File: config.mk
export PLATFORM = sky130hd
export DESIGN_NAME = dram_id_remap
export DESIGN_NICKNAME = d
export VERILOG_FILES = /design/src/rtl/dram_id_remap_pkg.sv /design/src/rtl/dram_id_remap_table.sv /design/src/rtl/dram_id_remap.sv
export SDC_FILE = /design/constraint.sdc
export NUM_CORES = 2
export LEC_CHECK = 0
export BUFFER_PORTS_ARGS = -buffer_cell sky130_fd_sc_hd__buf_2
export CAP_MARGIN = 20
export CORE_MARGIN = 2
export CORE_UTILIZATION = 49
export DETAILED_ROUTE_END_ITERATION = 12
export PLACE_DENSITY = 0.78
export SLEW_MARGIN = 5
export SYNTH_ARGS = -nofsm -noshare
export SYNTH_HDL_FRONTEND = slang
export SYNTH_SLANG_ARGS = --single-unit
export TNS_END_PERCENT = 100
File: constraint.sdc
create_clock -name clk_i -period 12.45 [get_ports clk_i]
set_clock_uncertainty 0.15 [all_clocks]
set_input_delay 0 -clock clk_i [delete_from_list [all_inputs] [get_ports clk_i]]
set_output_delay 0 -clock clk_i [all_outputs]
set_load 0.01 [all_outputs]
File: src/rtl/dram_id_remap_pkg.sv
// dram_id_remap_pkg: shared types for the DRAM AXI ID remapper.
package dram_id_remap_pkg;
    localparam int StallCntWidth = 32;
    localparam int EntryIdWidth  = 16;
    localparam int DefSlvIdWidth = 6;
    localparam int DefMstIdWidth = 4;

    typedef logic [7:0] cnt_t;

    // Stored ID is zero-extended to EntryIdWidth so any SlvIdWidth up to 16 fits.
    typedef struct packed {
        logic                    valid;
        logic [EntryIdWidth-1:0] id;
        cnt_t                    cnt;
    } entry_t;

    typedef struct packed {
        logic [DefSlvIdWidth-1:0] id;
        logic [31:0]              addr;
        logic [7:0]               len;
        logic [2:0]               size;
        logic [1:0]               burst;
    } slv_ax_t;

    typedef struct packed {
        logic [DefMstIdWidth-1:0] id;
        logic [31:0]              addr;
        logic [7:0]               len;
        logic [2:0]               size;
        logic [1:0]               burst;
    } mst_ax_t;

    typedef struct packed {
        logic [31:0] data;
        logic [3:0]  strb;
        logic        last;
    } w_t;

    typedef struct packed {
        logic [DefSlvIdWidth-1:0] id;
        logic [1:0]               resp;
    } slv_b_t;

    typedef struct packed {
        logic [DefMstIdWidth-1:0] id;
        logic [1:0]               resp;
    } mst_b_t;

    typedef struct packed {
        logic [DefSlvIdWidth-1:0] id;
        logic [31:0]              data;
        logic [1:0]               resp;
        logic                     last;
    } slv_r_t;

    typedef struct packed {
        logic [DefMstIdWidth-1:0] id;
        logic [31:0]              data;
        logic [1:0]               resp;
        logic                     last;
    } mst_r_t;

    typedef struct packed {
        slv_ax_t aw;
        logic    aw_valid;
        w_t      w;
        logic    w_valid;
        logic    b_ready;
        slv_ax_t ar;
        logic    ar_valid;
        logic    r_ready;
    } axi_slv_req_t;

    typedef struct packed {
        logic   aw_ready;
        logic   ar_ready;
        logic   w_ready;
        slv_b_t b;
        logic   b_valid;
        slv_r_t r;
        logic   r_valid;
    } axi_slv_rsp_t;

    typedef struct packed {
        mst_ax_t aw;
        logic    aw_valid;
        w_t      w;
        logic    w_valid;
        logic    b_ready;
        mst_ax_t ar;
        logic    ar_valid;
        logic    r_ready;
    } axi_mst_req_t;

    typedef struct packed {
        logic   aw_ready;
        logic   ar_ready;
        logic   w_ready;
        mst_b_t b;
        logic   b_valid;
        mst_r_t r;
        logic   r_valid;
    } axi_mst_rsp_t;
endpackage

File: src/rtl/dram_id_remap_table.sv
// dram_id_remap_table: one direction's ID remap table (lookup, allocation, counts, response ID restore).
module dram_id_remap_table
    import dram_id_remap_pkg::*;
#(
    parameter int SlvIdWidth   = 6,
    parameter int MstIdWidth   = 4,
    parameter int MaxTxnsPerId = 8
) (
    input  logic                  clk_i,
    input  logic                  rst_ni,
    input  logic [SlvIdWidth-1:0] req_id,
    output logic                  grant,
    output logic [MstIdWidth-1:0] slot,
    input  logic                  inc,
    input  logic                  dec,
    input  logic [MstIdWidth-1:0] rsp_slot,
    output logic [SlvIdWidth-1:0] rsp_id
);
    localparam int Slots = 2 ** MstIdWidth;

    entry_t tbl_q [Slots];
    entry_t tbl_d [Slots];
    logic hit, any_free;
    logic [MstIdWidth-1:0] hit_idx, free_idx;

    // Descending scan leaves the lowest matching/free index selected.
    always_comb begin
        hit      = 1'b0;
        any_free = 1'b0;
        hit_idx  = '0;
        free_idx = '0;
        for (int i = Slots - 1; i >= 0; i--) begin
            if (tbl_q[i].valid && tbl_q[i].id == EntryIdWidth'(req_id)) begin
                hit     = 1'b1;
                hit_idx = MstIdWidth'(i);
            end
            if (!tbl_q[i].valid) begin
                any_free = 1'b1;
                free_idx = MstIdWidth'(i);
            end
        end
        slot   = hit ? hit_idx : free_idx;
        grant  = hit ? tbl_q[hit_idx].cnt < cnt_t'(MaxTxnsPerId) : any_free;
        rsp_id = tbl_q[rsp_slot].valid ? SlvIdWidth'(tbl_q[rsp_slot].id) : '0;
    end

    // A response on a free slot is ignored so the count never wraps below 0.
    always_comb begin
        tbl_d = tbl_q;
        for (int i = 0; i < Slots; i++) begin
            tbl_d[i].cnt   = tbl_q[i].cnt + cnt_t'(inc && slot == MstIdWidth'(i))
                           - cnt_t'(dec && rsp_slot == MstIdWidth'(i) && tbl_q[i].valid);
            tbl_d[i].id    = (inc && slot == MstIdWidth'(i)) ? EntryIdWidth'(req_id) : tbl_q[i].id;
            tbl_d[i].valid = tbl_d[i].cnt != '0;
        end
    end

    always_ff @(posedge clk_i or negedge rst_ni) begin
        if (!rst_ni) tbl_q <= '{default: '0};
        else tbl_q <= tbl_d;
    end
endmodule

File: src/rtl/dram_id_remap.sv
// dram_id_remap: folds wide SoC AXI IDs onto 2**MstIdWidth DRAM IDs, preserving same-ID ordering.
// Define DRAM_ID_REMAP_STALL_CNT_EN to count cycles in which AW or AR is held back.
module dram_id_remap
    import dram_id_remap_pkg::*;
#(
    parameter int  SlvIdWidth   = DefSlvIdWidth,
    parameter int  MstIdWidth   = DefMstIdWidth,
    parameter int  MaxTxnsPerId = 8,
    parameter type slv_req_t    = axi_slv_req_t,
    parameter type slv_rsp_t    = axi_slv_rsp_t,
    parameter type mst_req_t    = axi_mst_req_t,
    parameter type mst_rsp_t    = axi_mst_rsp_t
) (
    input  logic                     clk_i,
    input  logic                     rst_ni,
    input  slv_req_t                 slv_req_i,
    output slv_rsp_t                 slv_rsp_o,
    output mst_req_t                 mst_req_o,
    input  mst_rsp_t                 mst_rsp_i,
    output logic [StallCntWidth-1:0] stall_cnt_o
);
    logic wr_grant, rd_grant, aw_hs, ar_hs, b_hs, r_hs;
    logic [MstIdWidth-1:0] wr_slot, rd_slot;
    logic [SlvIdWidth-1:0] b_id, r_id;

    assign aw_hs = slv_req_i.aw_valid & wr_grant & mst_rsp_i.aw_ready;
    assign ar_hs = slv_req_i.ar_valid & rd_grant & mst_rsp_i.ar_ready;
    assign b_hs  = mst_rsp_i.b_valid & slv_req_i.b_ready;
    assign r_hs  = mst_rsp_i.r_valid & slv_req_i.r_ready & mst_rsp_i.r.last;

    dram_id_remap_table #(
        .SlvIdWidth(SlvIdWidth), .MstIdWidth(MstIdWidth), .MaxTxnsPerId(MaxTxnsPerId)
    ) u_wr (
        .clk_i(clk_i), .rst_ni(rst_ni), .req_id(slv_req_i.aw.id), .grant(wr_grant), .slot(wr_slot),
        .inc(aw_hs), .dec(b_hs), .rsp_slot(mst_rsp_i.b.id), .rsp_id(b_id)
    );

    dram_id_remap_table #(
        .SlvIdWidth(SlvIdWidth), .MstIdWidth(MstIdWidth), .MaxTxnsPerId(MaxTxnsPerId)
    ) u_rd (
        .clk_i(clk_i), .rst_ni(rst_ni), .req_id(slv_req_i.ar.id), .grant(rd_grant), .slot(rd_slot),
        .inc(ar_hs), .dec(r_hs), .rsp_slot(mst_rsp_i.r.id), .rsp_id(r_id)
    );

    // Valids are gated by rst_ni so nothing leaks out while reset is held.
    always_comb begin
        mst_req_o          = '0;
        mst_req_o.aw.id    = wr_slot;
        mst_req_o.aw.addr  = slv_req_i.aw.addr;
        mst_req_o.aw.len   = slv_req_i.aw.len;
        mst_req_o.aw.size  = slv_req_i.aw.size;
        mst_req_o.aw.burst = slv_req_i.aw.burst;
        mst_req_o.aw_valid = rst_ni & slv_req_i.aw_valid & wr_grant;
        mst_req_o.w        = slv_req_i.w;
        mst_req_o.w_valid  = slv_req_i.w_valid;
        mst_req_o.b_ready  = slv_req_i.b_ready;
        mst_req_o.ar.id    = rd_slot;
        mst_req_o.ar.addr  = slv_req_i.ar.addr;
        mst_req_o.ar.len   = slv_req_i.ar.len;
        mst_req_o.ar.size  = slv_req_i.ar.size;
        mst_req_o.ar.burst = slv_req_i.ar.burst;
        mst_req_o.ar_valid = rst_ni & slv_req_i.ar_valid & rd_grant;
        mst_req_o.r_ready  = slv_req_i.r_ready;
    end

    always_comb begin
        slv_rsp_o          = '0;
        slv_rsp_o.aw_ready = mst_rsp_i.aw_ready & wr_grant;
        slv_rsp_o.ar_ready = mst_rsp_i.ar_ready & rd_grant;
        slv_rsp_o.w_ready  = mst_rsp_i.w_ready;
        slv_rsp_o.b.id     = b_id;
        slv_rsp_o.b.resp   = mst_rsp_i.b.resp;
        slv_rsp_o.b_valid  = rst_ni & mst_rsp_i.b_valid;
        slv_rsp_o.r.id     = r_id;
        slv_rsp_o.r.data   = mst_rsp_i.r.data;
        slv_rsp_o.r.resp   = mst_rsp_i.r.resp;
        slv_rsp_o.r.last   = mst_rsp_i.r.last;
        slv_rsp_o.r_valid  = rst_ni & mst_rsp_i.r_valid;
    end

`ifdef DRAM_ID_REMAP_STALL_CNT_EN
    logic [StallCntWidth-1:0] stall_q;
    logic stall;

    assign stall = (slv_req_i.aw_valid & ~wr_grant) | (slv_req_i.ar_valid & ~rd_grant);

    always_ff @(posedge clk_i or negedge rst_ni) begin
        if (!rst_ni) stall_q <= '0;
        else stall_q <= stall_q + StallCntWidth'(stall && !(&stall_q));
    end

    assign stall_cnt_o = stall_q;
`else
    assign stall_cnt_o = '0;
`endif
endmodule

After elaboration in Yosys (flattened, before gate mapping)
Cells that the tools add are included.

$add $sub $neg: 64. Eq/ne operators: 92. Order comparisons: 6. Reductions and logical operators: 164. Bitwise operators: 19. Muxes and demuxes: 146.

Operator list (number): $bmux W25 S4 (4); $mux W4 (66); $add A8 B1 Y8 (32); $reduce_bool A8 Y1 (32); $sub A8 B1 Y8 (32); $eq A6 B6 Y1 (32); $eq A4 B4 Y1 const B (32); $logic_and A1 B1 Y1 (128); $mux W25 (4); $mux W1 (66); $eq A4 B3 Y1 const B (16); $eq A4 B2 Y1 const B (8); $mux W8 (4); $ge A5 B5 Y1 const B (4); $not A4 Y5 (4); $eq A4 B1 Y1 const B (4); $logic_not A4 Y1 (4); $lt A8 B4 Y1 const B (2); $and A1 B1 Y1 (15); $mux W6 (2).

Output and inout port bits: 226. Register bits: 480.

Longest topological paths before layout
Depth in word-level cells: 30. Mapped depth: 24. Gate-level depth less buffers: 20.

Cells and area by module
Synthesis repeated with hierarchy kept, for this count alone.

Cell total of the unflattened synthesis: 3016. Area, all modules: 32712.6 µm².

Modules (own cells, without submodules): dram_id_remap_table at u_wr (times used 1, cells an instance 1408, area each 15725.1 µm²); dram_id_remap_table at u_rd (times used 1, cells an instance 1397, area each 15417.3 µm²); dram_id_remap (times used 1, cells an instance 211, area each 1570.3 µm²).

Least setup slack after synthesis
No wires, ideal clock.

Path type: flip-flop to flip-flop. Start point: reg u_wr.tbl_q[36] in the netlist's numbering. End point: reg u_wr.tbl_q[24] in the netlist's numbering. Required time: 12.162 ns. Buffers on the path: 1. Stages on the path, launching flop included: 18. Setup time: 0.138 ns. Path slack: 7.427 ns. Period minus slack after synthesis: 5.023 ns. Arrival time: 4.734 ns. Cells stage by stage: dfrtp_1 -> xor2_1 -> or4_1 -> and4bb_1 -> a31oi_1 -> clkbuf_1 -> nand2b_1 -> nor3_1 -> ha_1 -> inv_1 -> fa_1 -> inv_1 -> a21oi_1 -> o21bai_1 -> xor2_1 -> nor2_1 -> or4b_2 -> or4_1.

RTL lines: start, declared (RTL line dram_id_remap_table.sv:21) `entry_t tbl_q [Slots];`; start signal, assigned (RTL line dram_id_remap_table.sv:60) `else tbl_q <= tbl_d;`.

==> summary.txt <==
Post-cts sizing count = 0
Syn. warnings = 0
Full die area = 0.0686 mm²
Residual DRC = 0
P per Cell Area = 258 mW/mm²
Drt via density = 5.58
Total power = 0.00924 W
Pre-Repair DR Iteration Count = 5
WL/cell = 19.4 µm
Initial core utilization = 49.6%
Number of synthesized register bits = 480
CTS clk-pin slew, worst paths = 0.06 ns
Final period util = 51.6%
Skew-Pair Late Insertion Delay = 0.62 ns
Peak supply drop = 0.000191 V
RSZ-0062 raised after global routing = false
Clock tree root driver cell = clkbuf_16
Critical path peak fanout = 32
Final Hold Vio Count = 0
Sink Count = 480
N_diodes = 0
Final setup vio count = 0
Worst Path Arrival = 6.76 ns
Main synth FF type = dfrtp_1
Synth unique cells = 83
Synth async-reset ratio = 100%
CTS buffer count = 53
Routed wire length = 77300 µm
Share of cells above drive strength 1 = 15.3%
Outcome = finished clean
WS Path Type = in -> reg
Die X = 262 µm
Layout Nets = 3571
Htree depth = 2
Largest net degree at the start of global routing = 167
Least-Margin Pin Slew = 1.09 ns
Register area share after synthesis = 36.9%
CP max stage delay = 0.76 ns
Pins Over Slew Limit = 0
R2R Setup Slk = 6.18 ns
Placer Congestion = 0.955
Post-Syn Instances = 3028
Core area = 0.0657 mm²
Initial antenna violation count = 1
Slew headroom = 26.5%
Worst R2R Path Depth = 20
GR Overflow Total = 0
Chip height = 262 µm
Synth area leader = dfrtp_1
# rows = 94
Crit. End Element = flip-flop
Slowest-stage cell, CP = nor4_2
Hold slack = 0.0338 ns
Top cells by count, synth = 480 x dfrtp_1, 434 x inv_1, 292 x xnor2_1
I/O pin count = 422
Count leader, synth = dfrtp_1
Min Tclk post-route = 6.43 ns
Worst setup path start = slv_req_i[50]
Vias = 22300
Total Routing Usage GR = 22.5%
Critical path capture point = u_rd.tbl_q[174]
Final setup TNS = 0 ns
Port buffer count = 59
Leakage power = 17.2 nW
ANT nets after route = 0
Synth top area cells = dfrtp_1 37%, ha_1 9.8%, xnor2_1 7.9%
Area share of the largest cell type after synthesis = 36.9%
Worst R2R Start = u_rd.tbl_q[384]
Hold crit path type = in -> reg
Avg Cell Area, Syn = 10.8 µm²
Placed Cells = 3715
Final HPWL DP = 55500 µm
CTS tree = built
Crit-path cells = dlygate4sd3_1 > buf_2 > xnor2_1 > nand4_1 > nor4_1 > clkbuf_2 > nor4_2 > nand2_1 > a21oi_1 > nand3_1 > nand2b_1 > nor3_2 > ha_1 > inv_1 > fa_1 > inv_1 > a21oi_1 > o21bai_1 > xor2_1 > nor2_1 > or4b_2 > or4_1
DRT iter0 DRCs = 1617
Startpoint type of the worst setup path = input pin
Finished Layout Cells = 3994
Synth Cell Area = 0.0326 mm²
Max frequency = 0.156 GHz
Critical Path RT = 12.78 ns
Crit path buffers/inverters = 5
Vias in the first global route = 23100
Clock Path Buffers = 3
Levels on crit path = 22
First-pass GRT wire length = 123000 µm
End of the worst register-to-register path = u_rd.tbl_q[174]
Max-Cap Viols = 0
Crit path max-delay family = simple AND/OR/NAND/NOR gates
Area delta synth->final = 10.2%
Number of synthesized flops with an enable pin = 0
-- routing by layer --
layer  GRT usage (%)  vias to the layer above  part of all wire, %
met5               0                        -                0.017
met3            3.42                      182                  6.2
met2            37.7                      744                   48
met1            29.6                    11000                   42
li1                -                    10300                    -
met4            7.97                        2                  3.5
-- report_power, final --
group / internal, W / switching [W]
Sequential: 0.00221 / 0.000449
Clock: 0.000984 / 0.000662
Combinational: 0.00229 / 0.00265
Total: 0.00548 / 0.00376
-- through the flow --
| step | setup WS, ns | area, µm² | util (%) |
|---|---|---|---|
| 6_report | 6.02 | 35900 | 54.6 |
| 2_1_floorplan | 7.43 | 32700 | - |
| 4_1_cts | 6.26 | 35900 | 54.6 |
| 3_5_place_dp | 6.24 | 32200 | 49.0 |
| 3_3_place_gp | 6.29 | 32200 | 49.0 |
| 5_1_grt | 5.71 | 35900 | 54.6 |
-- state kept, by name, summed over array words and instances, names as in the netlist --
register,flops
u_rd.tbl_q,240
u_wr.tbl_q,240
-- worst min-delay path by stage --
stage	start	endpoint	slack [ns]	depth (start not counted)
global route	mst_rsp_i[49]	u_wr.tbl_q[237]	0.04	4
finish	slv_req_i[139]	u_wr.tbl_q[59]	0.03	2
floorplan	rst_ni	u_rd.tbl_q[0]	-0.45	0
CTS	slv_req_i[139]	u_wr.tbl_q[284]	0.003	2
global placement	slv_req_i[111]	mst_req_o[109]	-0.15	0
detailed placement	slv_req_i[111]	mst_req_o[109]	-0.15	0
-- cells in the final DEF (no fill, tap or decap), drive strengths merged, types with 14 or more instances in the layout --
cell,count
mux4,69
o21bai,97
or4,51
inv,437
nor2b,20
fa,32
clkbuf,81
nand2b,28
o21ai,14
buf,67
xnor2,292
a21oi,172
ha,256
a21o,62
nand4,57
nor3,37
xor2,124
conb,32
mux2,194
and3,37
nand2,34
or4b,18
dlygate4sd3,179
nand3,15
nor2,52
nor4,77
dfrtp,480
-- cell families after synthesis --
family,synth area share (%)
buf+inv,11.0
flops,36.9
simple gates,9.12
xor+xnor,11.2
compound gates,8.37
fa+ha+maj,11.8
mux,11.7
other cells,0.0115
-- layout make-up --
class                      instances  area [µm²]
clock buffer                      80        1590
clock inverter                    18         245
fill                            5470       29900
inverter                         436        1640
multi-input combinational       1869       17100
sequential                       480       12000
tap                              864        1080
timing repair buffer             247        2210
-- what timing repair did --
item | in CTS | in global routing
hold buffers | 180 | 0
endpoints found under the hold margin | 382 | 0
buffers inserted | 0 | 0
endpoints found under the setup margin | 0 | 0
(Power assumes the default switching activity.)
